### src/rtl/serial_carry_resolver.sv
// Resolves the ripple carry over an LSB-first half-adder bit stream and presents the summed word on a valid/ready output.
// Build option SERIAL_SAT_EN: a word whose final carry is set loads all ones instead of the wrapped sum.
module serial_carry_resolver #(
    parameter int WIDTH = 8,
    parameter int CNT_W = $clog2(WIDTH)
) (
    input  logic             clk,
    input  logic             rst_n,
    input  logic             start,
    input  logic             bit_valid,
    input  logic             sum_in,
    input  logic             carry_in,
    output logic [WIDTH-1:0] word_data,
    output logic             word_carry,
    output logic             word_valid,
    input  logic             word_ready,
    output logic             busy
);

    localparam logic [1:0] S_IDLE    = 2'd0;
    localparam logic [1:0] S_COLLECT = 2'd1;
    localparam logic [1:0] S_HOLD    = 2'd2;

    localparam logic [CNT_W-1:0] LAST_POS = CNT_W'(WIDTH - 1);

    logic [1:0]       r_state;
    logic [CNT_W-1:0] r_cnt;
    logic             r_c;
    logic [WIDTH-1:0] r_shift;
    logic [WIDTH-1:0] r_word_data;
    logic             r_word_carry;
    logic             r_word_valid;

    logic             w_r;
    logic             w_c_next;
    logic [WIDTH-1:0] w_shift_next;
    logic [WIDTH-1:0] w_word_next;
    logic             w_last;
    logic             w_accept;

    // Full-adder completion of the half-adder pair: s^c for the result, a&b | (a^b)&c for the carry.
    assign w_r          = sum_in ^ r_c;
    assign w_c_next     = carry_in | (sum_in & r_c);
    assign w_shift_next = {w_r, r_shift[WIDTH-1:1]};
    assign w_last       = (r_cnt == LAST_POS);
    assign w_accept     = r_word_valid & word_ready;

`ifdef SERIAL_SAT_EN
    assign w_word_next = w_c_next ? {WIDTH{1'b1}} : w_shift_next;
`else
    assign w_word_next = w_shift_next;
`endif

    always_ff @(posedge clk or negedge rst_n) begin
        if (!rst_n) begin
            r_state      <= S_IDLE;
            r_cnt        <= '0;
            r_c          <= 1'b0;
            r_shift      <= '0;
            r_word_data  <= '0;
            r_word_carry <= 1'b0;
            r_word_valid <= 1'b0;
        end else begin
            case (r_state)
                S_IDLE: begin
                    if (start) begin
                        r_state <= S_COLLECT;
                        r_cnt   <= '0;
                        r_c     <= 1'b0;
                        r_shift <= '0;
                    end
                end
                S_COLLECT: begin
                    // Abort wins over a coincident data bit, which is dropped.
                    if (start) begin
                        r_cnt   <= '0;
                        r_c     <= 1'b0;
                        r_shift <= '0;
                    end else if (bit_valid) begin
                        r_shift <= w_shift_next;
                        r_c     <= w_c_next;
                        if (w_last) begin
                            r_cnt        <= '0;
                            r_word_data  <= w_word_next;
                            r_word_carry <= w_c_next;
                            r_word_valid <= 1'b1;
                            r_state      <= S_HOLD;
                        end else begin
                            r_cnt <= r_cnt + 1'b1;
                        end
                    end
                end
                S_HOLD: begin
                    if (w_accept) begin
                        r_word_valid <= 1'b0;
                        if (start) begin
                            r_state <= S_COLLECT;
                            r_cnt   <= '0;
                            r_c     <= 1'b0;
                            r_shift <= '0;
                        end else begin
                            r_state <= S_IDLE;
                        end
                    end
                end
                default: begin
                    r_state      <= S_IDLE;
                    r_word_valid <= 1'b0;
                end
            endcase
        end
    end

    assign word_data  = r_word_data;
    assign word_carry = r_word_carry;
    assign word_valid = r_word_valid;
    assign busy       = (r_state == S_COLLECT) || (r_state == S_HOLD);

endmodule
### config.mk
export PLATFORM = sky130hd
export DESIGN_NAME = serial_carry_resolver
export DESIGN_NICKNAME = d
export VERILOG_FILES = /design/src/rtl/serial_carry_resolver.sv
export SDC_FILE = /design/constraint.sdc
export NUM_CORES = 1
export LEC_CHECK = 0
export ABC_AREA = 0
export BUFFER_PORTS_ARGS = -buffer_cell sky130_fd_sc_hd__buf_2
export CAP_MARGIN = 20
export CELL_PAD_IN_SITES_DETAIL_PLACEMENT = 0
export CELL_PAD_IN_SITES_GLOBAL_PLACEMENT = 2
export CORE_MARGIN = 4
export CORE_UTILIZATION = 36
export DETAILED_ROUTE_END_ITERATION = 12
export GPL_ROUTABILITY_DRIVEN = 0
export GPL_TIMING_DRIVEN = 0
export PLACE_DENSITY_LB_ADDON = 0.05
export SLEW_MARGIN = 10
export SYNTH_ARGS = -nofsm -noshare
export SYNTH_HDL_FRONTEND = slang
export SYNTH_SLANG_ARGS = --single-unit
### constraint.sdc
create_clock -name clk -period 2.5 [get_ports clk]
set_clock_uncertainty 0.05 [all_clocks]
set_input_delay 0.25 -clock clk [delete_from_list [all_inputs] [get_ports clk]]
set_output_delay 0.25 -clock clk [all_outputs]
set_load 0.02 [all_outputs]
# Word level (Yosys, flattened, before mapping)
# Cells that the tools add are included.
word_totals:
  ff_bits: 24
  inputBits: 7
  out_inout_bits: 11
  wordCells: 58
classes:
  n_addsub: 1
  eq_ne: 9
  mux: 28
  n_bitwise: 6
  reduce_logical: 7
ops:
  columns: ["operator", "n"]
  rows:
  - ["$mux 8", 4]
  - ["$pmux 8 s3", 1]
  - ["$mux 3", 5]
  - ["$mux 2", 5]
  - ["$ne 2x2->1 const B", 5]
  - ["$reduce_and 5->1", 2]
  - ["$mux 1", 9]
  - ["$pmux 3 s3", 1]
  - ["$pmux 1 s3", 2]
  - ["$pmux 2 s3", 1]
  - ["$reduce_and 4->1", 1]
  - ["$add 3x1->3 const B", 1]
  - ["$eq 3x3->1 const B", 1]
  - ["$ne 3x3->1 const B", 1]
  - ["$reduce_and 3->1", 1]
  - ["$reduce_bool 3->1", 1]
  - ["$and 1x1->1", 2]
  - ["$eq 2x1->1 const B", 1]
  - ["$eq 2x2->1 const B", 1]
  - ["$logic_not 2->1", 1]
  - ["$not 1->1", 2]
  - ["$logic_or 1x1->1", 1]
  - ["$or 1x1->1", 1]
  - ["$xor 1x1->1", 1]

# Depth between registers and ports, before layout
# Gate-level depths: netlist of run 1.
logic_depth:
  depth_word: 5
  ltp_mapped: 8

# Least setup slack after synthesis of run 1
# OpenSTA, ideal clock, no wires.
synth_timing:
  kind: "register to register"
  start: "reg r_state[0]"
  end: "reg r_c"
  arrival_ns: 1.612
  required_ns: 2.325
  path_slack_ns: 0.713
  stages_incl_launch_ff: 7
  n_path_buf: 1
  period_less_slack_ns: 1.787
  cell_sequence: "dfrtp_1 > ha_1 > inv_2 > o21ai_2 > a221oi_2 > buf_6 > mux2_4"
synth_via:
  elab_chain_len: 3
  elab_cells_between_ends: 8
  classes_between: "eq/ne: 4; mux: 1; reduce/logical: 3"
synth_lines:
  columns: ["item", "line", "source"]
  rows:
  - ["from (decl)", "26", "logic [1:0] r_state;"]
  - ["from (signal assigned)", "56", "r_state <= S_IDLE;"]
  - ["from (signal assigned)", "67", "r_state <= S_COLLECT;"]
  - ["from (signal assigned)", "87", "r_state <= S_HOLD;"]
  - ["$eq 2x1->1 (tied with other cells)", "64", "case (r_state)"]
  - ["$ne 3x3->1 (no source line) (tied with other cells)", null, null]
  - ["$reduce_and 3->1 (no source line)", null, null]
  - ["to (signal assigned)", "81", "r_c <= w_c_next;"]
  - ["to (decl)", "28", "logic r_c;"]
# Parallel ways exist; a longest one is shown, timed or not.
# A chain may end at the register's enable or synchronous reset.

# Final worst setup path of run 1
layout_timing:
  start: "reg r_state[1]"
  end: "reg r_c"
# The elaborated chain is that of the path after synthesis.

==> results.md, run 1 <==
Global route:
- The first global-routing pass estimated 3.82 mm of wire.
- The initial antenna violation count came to 0.
- The number of global-route vias before repair is 786.
- Global routing consumed, over all layers together, about an eighth of the routing resources.
- For this run the aggregate overflow at the end of global routing stands at 0.
- The maximum number of pins on one net before global-route repair is 24.

Place:
- The count of port buffers added during placement is 17.
- The detailed placement HPWL is around 1.6 mm.

Setup path:
- Walking the worst path, the cells encountered are inv_1, ha_1, inv_2, o21ai_2, a221oi_2, buf_6, mux2_4.
- In this run the critical register-to-register path is captured at r_c.
- The critical path endpoint is r_c.
- The required time of the critical path is 2.66 ns.
- The startpoint of the most critical register-to-register path is r_state[1].
- The worst setup path is launched from a register.
- The worst setup path startpoint is r_state[1].
- The maximum net fanout on the critical path is 10.
- Counting cells, the worst reg-to-reg path comes to 7.
- Across all register-to-register paths, the minimum setup slack is between 0.5 and 0.6 ns.
- The critical path's largest stage delay is 0.44 ns.
- The slowest stage of the critical path belongs to the cell dfrtp_1.
- The type of the setup path with the least slack is reg -> reg.
- STA puts the critical path data arrival time at around 2.2 ns.
- STA classifies the critical path endpoint as a register.

Yosys:
- The count of flip-flops with a built-in enable after synthesis is 0.
- Each instance of the synthesized netlist takes up on average 11.6 µm².
- The fraction of registers with async set/reset is 100%.
- For this run, the leading register cell type out of synthesis is dfrtp_1.
- Counting every net in the synthesized netlist gives approximately 110.
- Synthesis inferred 23 register bits.
- The top cell type by total area after synthesis is dfrtp_1.
- After synthesis, the cell types taking the most area are dfrtp_1 50%, ha_1 8.7%, mux2i_1 7.0%, mux2_4 6.5%, nand2_1 5.2%.
- Sequential elements use between 50 and 60% of the synthesized area.
- The share of synthesized area in the top cell type comes to between 50% and 60%.
- The number of standard cells after synthesis is between 90 and 100.
- The mapped cell area is ~0.0011 mm².
- During synthesis, Yosys emitted a total of 0 warnings.
- Synthesis instantiated 23 different standard cells from the library.

Routing:
- Dividing the detail-routed wire length by the instance count gives ~13 µm.
- The total vias in the final route is 748.
- Summed over all layers, the routed wires come to about 2.2 mm.
- For this block, the initial DRC count from the detailed router was 18.
- The post-route DRC violation count is 0.
- The number of search-and-repair iterations in the first detailed-routing pass is 4.
- Dividing the detail-routed via count by the number of cells gives 4.53.
- The detail route stage leaves a number of antenna-violating nets equal to 0.

Clocking:
- CTS built an H-tree with a depth of 1.
- The CTS buffer count is 3.
- The number of post-CTS setup repair buffers is 0.
- The longest clock path from root to sink contains 2 buffers.
- The clock tree from TritonCTS is done.
- The root buffer cell chosen for the clock tree is clkbuf_4.
- The number of clock sinks is 23.
- The number of buffers inserted by hold repair at cts is 1.
- The post-cts resize count is 0.
- After clock tree synthesis, the clock-pin slew on the worst setup and hold paths is about 0.13 ns.
- The clock latency on the worst-skew pair is slightly above 0.3 ns.

Floorplanning:
- Measured along the x axis, the die boundary spans around 64 µm.
- The height of the chip is 64.5 µm.
- The initial core utilization is between 30% and 40%.
- The area enclosed by the die boundary is between 0.004 and 0.005 mm².
- The placeable core region is between 0.003 and 0.004 mm².
- In this run the core area contains 20 standard-cell rows.
- The count of boundary I/O pins is 18.

Run:
- The number of max-cap violations is 0.

Cells and area:
- The antenna diode count is 0.
- The final layout contains 137 nets.
- The synthesis-to-finish area growth is 15.4%.
- The final standard cell utilization of the core is a little over two fifths.
- The post-route netlist has around 28% of its cells at a drive strength greater than 1.
- After filler insertion, the fill cell instance count of the layout stands at 314.
- The most frequent standard cell in the layout excluding fill and tap cells is dfrtp_1.
- In the layout the commonest cells are 23 x dfrtp_1, 17 x buf_2, 16 x nand2_1.

Power:
- The analysis attributes to cell leakage a power of roughly 0.00067 µW.
- The peak supply drop is between 0.1 and 0.15 mV.
- Dividing total power by cell area gives a power density of between 400 and 500 mW/mm².

Timing:
- The number of hold violations in the final report is 0.
- The achievable clock frequency is between 500 and 600 MHz.
- The slew at the pin closest to its max-slew limit is 0.516 ns.
- The relative max-transition margin is 65.6%.
- After layout, the minimum clock period comes to ~2 ns.
- The part of the cycle the worst path needs is roughly four fifths.
- Setup repair after global routing left no endpoint under its margin.
- The total setup violations reported at the end of the flow is 0.
- The final count of pins violating max slew is 0.
- Summed over all failing endpoints, the final setup total negative slack is 0 ns.

Status:
- The flow ran to the end, and the final reports show no timing, DRC or antenna violations.

Worst hold path:
- The path type of the worst min-delay path is in -> reg.
synth_stat cells (2+ instances only):
| cell type | count |
|---|---|
| mux2i_1 | 8 |
| dfrtp_1 | 23 |
| o21ai_1 | 7 |
| nand2_1 | 16 |
| buf_6 | 2 |
| inv_1 | 10 |
| mux2_1 | 2 |
| mux2_4 | 5 |
| ha_1 | 8 |
| a221oi_2 | 2 |
| nor2_1 | 4 |
critical path, delay by kind of cell, from the launching register on:
family          cells  cell delay, ns
compound gates      2            0.38
fa+ha+maj           1            0.27
mux                 1            0.31
flops               1            0.44
buf+inv             3            0.43
area by class of cell:
class                      instances  area, µm²  area share, %
multi-input combinational         62        500           37.8
inverter                          11       41.3           3.12
buffer                             3       30.0           2.27
tap                               44       55.1           4.16
sequential                        23        576           43.5
clock buffer                       4       26.3           1.98
timing repair buffer              18       95.1           7.18
worst min path at each step:
stage                         to  cells past startpoint      from
floorplan                    r_c                      0     rst_n
CTS                   word_carry                      3  carry_in
detailed placement  word_data[7]                      1     rst_n
finish                word_carry                      3  carry_in
global placement    word_data[7]                      1     rst_n
global route          word_carry                      3  carry_in
routing by layer:
| layer | part of all wire [%] | global-route usage, % | wire length [µm] | vias up |
|---|---|---|---|---|
| li1 | - | - | - | 378 |
| met1 | 50 | 16.9 | 1090 | 357 |
| met2 | 46 | 18.4 | 1010 | 11 |
| met5 | 0 | 0 | 0 | - |
| met3 | 3.5 | 2.60 | 76 | 2 |
| met4 | 0.87 | 5.54 | 19 | 0 |
registers in the layout, indices dropped and copies added, names as in the netlist:
register / cells
r_cnt: 3
word_data: 8
word_valid: 1
r_state: 2
r_shift: 7
word_carry: 1
r_c: 1
cells by family after synthesis:
group / share of synthesized area, %
AOI/OAI and AO/OA: 9.05
adders and majority gates: 8.72
buffers and inverters: 6.22
DFF: 50.2
muxes: 15.5
and+or+nand+nor: 10.4
per-stage QoR:
step / area, µm² / hold slack (ns) / total power, µW / setup slack [ns] / std cells
2_1_floorplan: 1150 / -0.0956 / 396 / 0.713 / 99
3_3_place_gp: 1290 / 0.206 / 412 / 0.508 / 160
3_5_place_dp: 1290 / 0.217 / 413 / 0.500 / 160
4_1_cts: 1320 / 0.125 / 595 / 0.474 / 165
5_1_grt: 1320 / 0.135 / 619 / 0.356 / 165
6_report: 1320 / 0.136 / 582 / 0.505 / 165
power breakdown:
part / total, µW / switching, µW / internal (µW) / leakage [µW]
clock: 177 / 114 / 62.3 / 0.0000150
sequential: 381 / 2.90 / 378 / 0.000300
combinational: 25.1 / 16.7 / 8.43 / 0.000351
(Power assumes the default switching activity.)
==> inputs of run 2 (changes only) <==
CORE_UTILIZATION = 32   (was 36)
clock period = 1.65 ns   (was 2.5 ns; I/O delays follow)
==> run 2 against run 1 <==
The run now ends with setup timing left; sequential power increased by 51%; utilization is 6.9 points higher; flip-flop and latch count is the same; count of clock-buffer cells in the layout did not move; total power is 52% higher; routed wire length is 17% higher; maximum frequency increased by 11%; non-clock buffer count grew 24; sequential share of layout area is 9.6 points lower; global-route usage up 1.2 points; critical path type unchanged; largest power group unchanged.
==> results.md, run 2 (synthesis gave the netlist of run 1 again) <==
Timing:
- Setup repair after global routing missed its margin: yes (was no).
- The clock period minus worst slack was 1.80 ns (was 1.99 ns).
- The number of hold violations in the final report was 0 (unchanged).
- The final count of pins violating max slew is 0 (unchanged).
- The relative max-transition margin is 63.6% (was 65.6%).
- The tightest hold margin is 0.0545 ns (was 0.136 ns).
- The slew at the pin closest to its max-slew limit is 0.546 ns (was 0.516 ns).
- The total setup violations reported at the end of the flow is 16 (was 0).
- The part of the cycle the worst path needs is 109% (was 79.8%).
- The slack of the critical path came to -0.151 ns (was 0.505 ns).
- The achievable clock frequency is 555 MHz (was 501 MHz).

Cells and area:
- The antenna diode count is 0 (unchanged).
- The flip-flop count of the largest register, all copies and words added is 8 (unchanged).
- The fill cell total of the finished layout is 318 (was 314).
- Top library cells by usage in the layout, fill and taps aside: 22 x dfrtp_1, 18 x buf_4, 16 x buf_2 (was 23 x dfrtp_1, 17 x buf_2, 16 x nand2_1).
- The most frequent standard cell in the layout excluding fill and tap cells is dfrtp_1 (unchanged).
- The share of post-route cells with drive strength above 1 is 55.2% (was 28.1%).
- The synthesis-to-finish area growth is 48.5% (was 15.4%).
- The count of nets after finishing is 161 (was 137).

Floorplanning:
- The initial core utilization came to 33.9% (was 37.6%).
- The placeable core region is 0.00339 mm² (was 0.00305 mm²).
- The standard-cell row count is 21 (was 20).
- The area enclosed by the die boundary is 0.00461 mm² (was 0.00415 mm²).
- The horizontal extent of the die is 67.9 µm (was 64.5 µm).
- The count of boundary I/O pins was 18 (unchanged).
- The height of the chip is 67.9 µm (was 64.5 µm).

Routing:
- The routed wirelength normalized by instance count is 13.5 µm (was 13.3 µm).
- The post-route DRC violation count is 0 (unchanged).
- The total vias in the final route is 841 (was 748).
- The count of routing violations after the opening detailed-route iteration is 13 (was 18).
- The sum of routed wire length over all layers was 2.58 mm (was 2.20 mm).
- The per-cell via count in the routed design is 4.40 (was 4.53).
- The number of nets with antenna violations after routing is 0 (unchanged).
- The number of search-and-repair iterations in the first detailed-routing pass is 4 (unchanged).

Setup path:
- The required time of the critical path came to 1.81 ns (was 2.66 ns).
- The type of the setup path with the least slack is reg -> reg (unchanged).
- The arrival time at the worst endpoint is 1.96 ns (was 2.15 ns).
- The cell with the largest stage delay on the worst path is dfrtp_1 (unchanged).
- The critical path's largest stage delay is 0.45 ns (was 0.44 ns).
- The kind of end point of the critical path is a register (unchanged).
- Crit path cell chain: buf_6, ha_4, a21boi_4, a21o_1, a221oi_4, mux2_4 (was inv_1, ha_1, inv_2, o21ai_2, a221oi_2, buf_6, mux2_4).
- The maximum net fanout on the critical path is 3 (was 10).
- The register-to-register path setup slack is -0.15 ns (was 0.51 ns).
- The category of the worst setup path launch point is a register (unchanged).

Power:
- The total internal power is 679 µW (was 448 µW).
- The fraction of power consumed by combinational cells is 4.8% (was 4.3%).
- The peak supply drop was 0.348 mV (was 0.135 mV).
- The total power divided by cell area is 518 mW/mm² (was 440 mW/mm²).
- The leakage component of the power is 0.000824 µW (was 0.000666 µW).
- The relative contribution of the clock network to total power came to 29.9% (was 30.3%).
- The switching power is 204 µW (was 134 µW).
- The switching part of the total is 23.1% (was 23.0%).
- The sequential share of power is 65.3% (about the same).

Global route:
- The maximum number of pins on one net before global-route repair is 24 (unchanged).
- The global-route usage over all layers is 13.5% (was 12.3%).
- The global-route wire length before repair came to 4.52 mm (was 3.82 mm).
- The number of global-route vias before repair is 947 (was 786).
- The leftover overflow at the end of global routing was 0 (unchanged).
- The initial antenna violation count is 0 (unchanged).

Place:
- The count of port buffers added during placement is 17 (unchanged).
- The pre-CTS setup slack is -0.247 ns (was 0.500 ns).
- The detailed placement HPWL was 1.56 mm (was 1.61 mm).

Clocking:
- The clock tree from TritonCTS is done (unchanged).
- The clock latency on the worst-skew pair was 0.31 ns (about the same).
- The clock transition time at the flip-flop clock pins of the worst setup and hold paths is 0.13 ns (about the same).
- The number of clock sinks came to 23 (unchanged).
- The maximum number of buffers from clock root to sink is 2 (unchanged).
- The cell chosen for the clock root is clkbuf_4 (unchanged).
- The CTS buffer count is 3 (unchanged).
- The number of levels the H-tree was split into is 1 (unchanged).

Status:
- The final reports fail on setup timing.
- Outcome: complete, but fails checks (was complete, no violations).

Worst hold path:
- The path type of the worst min-delay path is in -> reg (unchanged).

Run:
- The number of max-cap violations is 0 (unchanged).
==> run 2: cell type report <==
| class | instances | area, µm² | area share (%) |
|---|---|---|---|
| Buffer | 2 | 26.3 | 1.54 |
| Clock buffer | 4 | 26.3 | 1.54 |
| Inverter | 11 | 41.3 | 2.42 |
| Multi-Input combinational cell | 62 | 627 | 36.8 |
| Sequential cell | 23 | 577 | 33.8 |
| Tap cell | 46 | 57.6 | 3.38 |
| Timing Repair Buffer | 43 | 349 | 20.5 |
==> run 2: power by group through the flow <==
stage	sequential, µW	clock [µW]	combinational, µW
global placement	587	0	38.4
detailed placement	587	0	38.5
floorplan	587	0	13.5
CTS	577	283	42.5
finish	577	264	42.3
global route	579	308	49.8
==> run 2: through the flow <==
| step | utilization [%] | total power [µW] | cells | TNS [ns] | instance area, µm² |
|---|---|---|---|---|---|
| after floorplan | - | 600 | 99 | -0.277 | 1160 |
| after global placement | 38.4 | 626 | 162 | -2.39 | 1300 |
| after detailed placement | 38.4 | 626 | 162 | -2.31 | 1300 |
| after CTS | 48.1 | 902 | 188 | -0.661 | 1630 |
| after global routing | 50.3 | 937 | 191 | -2.10 | 1700 |
| final | 50.3 | 883 | 191 | -1.00 | 1700 |
==> run 2: repair_timing <==
item                                    4_1_cts  5_1_grt
cloned                                        1        0
pin swaps                                     4        9
gates resized for setup                      17       14
endpoints found under the setup margin       22       24
setup buffers                                20        4
endpoints found under the hold margin        23        0
hold buffers                                  1        0
==> run 2: worst max-delay path, delay by kind of cell, from the launching register on <==
kind | cells | cell delay (ns)
fa+ha+maj | 1 | 0.15
buf+inv | 1 | 0.15
compound gates | 3 | 0.58
mux | 1 | 0.33
flops | 1 | 0.45
==> run 2: worst paths after layout <==
check | to | depth (start not counted) | from
worst max register to register | r_state[0] | 6 | r_state[1]
worst max-delay path | r_state[0] | 6 | r_state[1]
worst min register to register | word_data[2] | 2 | word_data[2]
max in group asynchronous | r_state[0] | 2 | rst_n
worst min-delay path | word_carry | 3 | carry_in
min in group asynchronous | r_state[1] | 2 | rst_n
==> run 2: metal layers <==
layer  GRT usage, %  up-vias  routed length, µm
met3           2.79        2                 79
met5              0        -                  0
met2           23.9        9               1270
met4           4.47        0                 16
li1               -      424                  -
met1           16.2      406               1220
==> inputs of run 3 (changes only) <==
--- a/config.mk
+++ b/config.mk
@@ -18,2 +18,3 @@
 export PLACE_DENSITY_LB_ADDON = 0.05
+export SKIP_LAST_GASP = 1
 export SLEW_MARGIN = 10
@@ -22 +23,2 @@
 export SYNTH_SLANG_ARGS = --single-unit
+export TNS_END_PERCENT = 50
==> constraint.sdc (replaced) <==
create_clock -name clk -period 1.65 [get_ports clk]
set_clock_uncertainty 0.05 [all_clocks]
set_input_delay 0.33 -clock clk [delete_from_list [all_inputs] [get_ports clk]]
set_output_delay 0.33 -clock clk [all_outputs]
set_load 0.02 [all_outputs]
==> run 3 against run 2 <==
The run still ends with setup timing left; sequential share of layout area up 1.6 points; maximum frequency up 1.8%; utilization down 2.2 points; global-route usage down 0.70 points; sequential power about the same; clock power about the same; total power down 0.13%; count of clock-buffer cells in the layout down 1; cell count down 1.0%; critical path depth up 2; critical path type unchanged; critical endpoint is now r_c.
==> results.md, run 3 (synthesis gave the netlist of run 1 again) <==
Timing:
- The number of hold violations in the final report is 0 (unchanged).
- Setup repair after global routing missed its margin: yes (unchanged).
- The part of the cycle the worst path needs was 107% (was 109%).
- The tightest hold margin came to 0.227 ns (was 0.0545 ns).
- The final count of pins violating max slew came to 0 (unchanged).
- The total setup violations reported at the end of the flow is 20 (was 16).
- The slew at the pin closest to its max-slew limit came to 0.506 ns (was 0.546 ns).
- The achievable clock frequency was 565 MHz (was 555 MHz).
- The clock period minus worst slack came to 1.77 ns (was 1.80 ns).
- The relative max-transition margin is 66.3% (was 63.6%).
- The slack of the critical path is -0.119 ns (was -0.151 ns).

Cells and area:
- The antenna diode count is 0 (unchanged).
- Top library cells by usage in the layout, fill and taps aside: 21 x dfrtp_1, 18 x buf_4, 16 x nand2_1, 16 x buf_2 (was 22 x dfrtp_1, 18 x buf_4, 16 x buf_2).
- The flip-flop count of the largest register, all copies and words added is 8 (unchanged).
- The share of post-route cells with drive strength above 1 came to 46.9% (was 55.2%).
- The most frequent standard cell in the layout excluding fill and tap cells is dfrtp_1 (unchanged).
- The count of nets after finishing is 159 (was 161).
- The final standard cell utilization of the core is 48.1% (was 50.3%).
- The number of cells in the finished layout apart from fillers is 189 (was 191).
- The synthesis-to-finish area growth came to 42.0% (was 48.5%).

Global route:
- The maximum number of pins on one net before global-route repair is 24 (unchanged).
- The global-route usage over all layers is 12.8% (was 13.5%).
- The initial antenna violation count is 0 (unchanged).
- The leftover overflow at the end of global routing came to 0 (unchanged).
- The global-route wire length before repair is 4.32 mm (was 4.52 mm).
- The number of global-route vias before repair is 897 (was 947).

Setup path:
- The category of the worst setup path launch point is a register (unchanged).
- The arrival time at the worst endpoint was 1.93 ns (was 1.96 ns).
- The endpoint of the worst register-to-register path is r_c (was r_state[0]).
- The required time of the critical path was 1.81 ns (about the same).
- The type of the setup path with the least slack is reg -> reg (unchanged).
- The critical path endpoint is r_c (was r_state[0]).
- The register-to-register path setup slack is -0.12 ns (was -0.15 ns).
- The maximum net fanout on the critical path is 5 (was 3).
- The worst setup path startpoint is r_state[1] (unchanged).
- The startpoint of the most critical register-to-register path is r_state[1] (unchanged).
- The kind of end point of the critical path is a register (unchanged).
- The length in cells of the worst reg-to-reg path is 8 (was 6).

Floorplanning:
- The height of the chip is 67.9 µm (unchanged).
- The standard-cell row count came to 21 (unchanged).
- The placeable core region is 0.00339 mm² (unchanged).
- The count of boundary I/O pins is 18 (unchanged).
- The initial core utilization is 33.9% (unchanged).
- The area enclosed by the die boundary was 0.00461 mm² (unchanged).
- The horizontal extent of the die is 67.9 µm (unchanged).

Power:
- The switching part of the total came to 23.4% (was 23.1%).
- The relative contribution of the clock network to total power is 30.1% (was 29.9%).
- The total internal power came to 676 µW (was 679 µW).
- The switching power was 207 µW (was 204 µW).
- The leakage component of the power is 0.000794 µW (was 0.000824 µW).
- The total power divided by cell area came to 541 mW/mm² (was 518 mW/mm²).
- The fraction of power consumed by combinational cells is 4.5% (was 4.8%).
- The peak supply drop is 0.270 mV (was 0.348 mV).
- The sequential share of power is 65.4% (was 65.3%).
- The post-route total power was 882 µW (was 883 µW).

Clocking:
- The maximum number of buffers from clock root to sink is 2 (unchanged).
- The number of levels the H-tree was split into is 1 (unchanged).
- The clock latency on the worst-skew pair is 0.31 ns (about the same).
- The number of clock sinks is 23 (unchanged).
- The clock transition time at the flip-flop clock pins of the worst setup and hold paths is 0.13 ns (about the same).
- The cell chosen for the clock root is clkbuf_4 (unchanged).
- The clock tree from TritonCTS is done (unchanged).
- The CTS buffer count was 3 (unchanged).

Status:
- Violations in the final reports: setup timing (unchanged).
- Outcome: complete, but fails checks (unchanged).

Place:
- The detailed placement HPWL is 1.58 mm (was 1.56 mm).
- The pre-CTS setup slack is -0.253 ns (was -0.247 ns).
- The count of port buffers added during placement was 17 (unchanged).
- The number of cells after detailed placement came to 162 (unchanged).

Routing:
- The post-route DRC violation count was 0 (unchanged).
- The sum of routed wire length over all layers is 2.44 mm (was 2.58 mm).
- The total vias in the final route is 828 (was 841).
- The per-cell via count in the routed design is 4.38 (was 4.40).
- The number of search-and-repair iterations in the first detailed-routing pass is 4 (unchanged).
- The routed wirelength normalized by instance count was 12.9 µm (was 13.5 µm).
- The number of nets with antenna violations after routing came to 0 (unchanged).
- The count of routing violations after the opening detailed-route iteration is 30 (was 13).

Run:
- The number of max-cap violations came to 0 (unchanged).

Worst hold path:
- The path type of the worst min-delay path was in -> reg (unchanged).
==> run 3: layer usage <==
layer | up-vias | GRT usage (%) | part of all wire [%] | routed length [µm]
li1 | 417 | - | - | -
met1 | 400 | 17.4 | 48 | 1180
met2 | 9 | 20.7 | 49 | 1190
met3 | 2 | 1.97 | 2.7 | 67
met4 | 0 | 4.47 | 0.41 | 10
met5 | - | 0 | 0 | 0
==> run 3: cell type report <==
class	count	area (µm²)
repair buffers	40	294
fillers	324	1760
clock inverters	1	5.00
clock buffers	3	22.5
flip-flops and latches	23	578
well taps	46	57.6
multi-input cells	62	596
plain buffers	3	30.0
inverters	11	46.3
==> run 3: power groups by stage <==
| stage | Clock (µW) | Combinational [µW] | Sequential (µW) |
|---|---|---|---|
| finish | 266 | 39.7 | 577 |
| global placement | 0 | 37.4 | 587 |
| global route | 306 | 46.9 | 578 |
| floorplan | 0 | 13.5 | 587 |
| detailed placement | 0 | 37.8 | 587 |
| CTS | 283 | 40.8 | 577 |
==> run 3: worst min-delay path by stage <==
stage | start | endpoint | slack (ns) | depth (start not counted)
3_3_place_gp | rst_n | word_data[7] | 0.29 | 1
5_1_grt | carry_in | word_carry | 0.23 | 3
2_1_floorplan | rst_n | r_c | -0.02 | 0
4_1_cts | carry_in | word_carry | 0.21 | 3
3_5_place_dp | rst_n | word_data[7] | 0.29 | 1
6_report | carry_in | word_carry | 0.23 | 3
==> run 3: worst max-delay path, stage by stage, from the launching register on <==
cell,delay (ns)
dfrtp_2,0.47
inv_4,0.06
ha_4,0.17
inv_4,0.06
o21ai_4,0.05
a221oi_4,0.26
buf_6,0.15
buf_12,0.11
mux2_4,0.29
==> run 3: what timing repair did <==
| item | in CTS | in global routing |
|---|---|---|
| hold buffers | 1 | 0 |
| pin swaps | 6 | 1 |
| buffers inserted | 21 | 1 |
| setup endpoints to repair | 23 | 24 |
| endpoints found under the hold margin | 23 | 0 |
| gates resized for setup | 11 | 11 |
==> run 3: metrics by stage <==
step	setup TNS (ns)	instance area, µm²
after floorplan	-0.288	1150
after CTS	-1.45	1560
after detailed placement	-2.41	1290
after global placement	-2.51	1290
final	-1.04	1630
after global routing	-3.42	1630
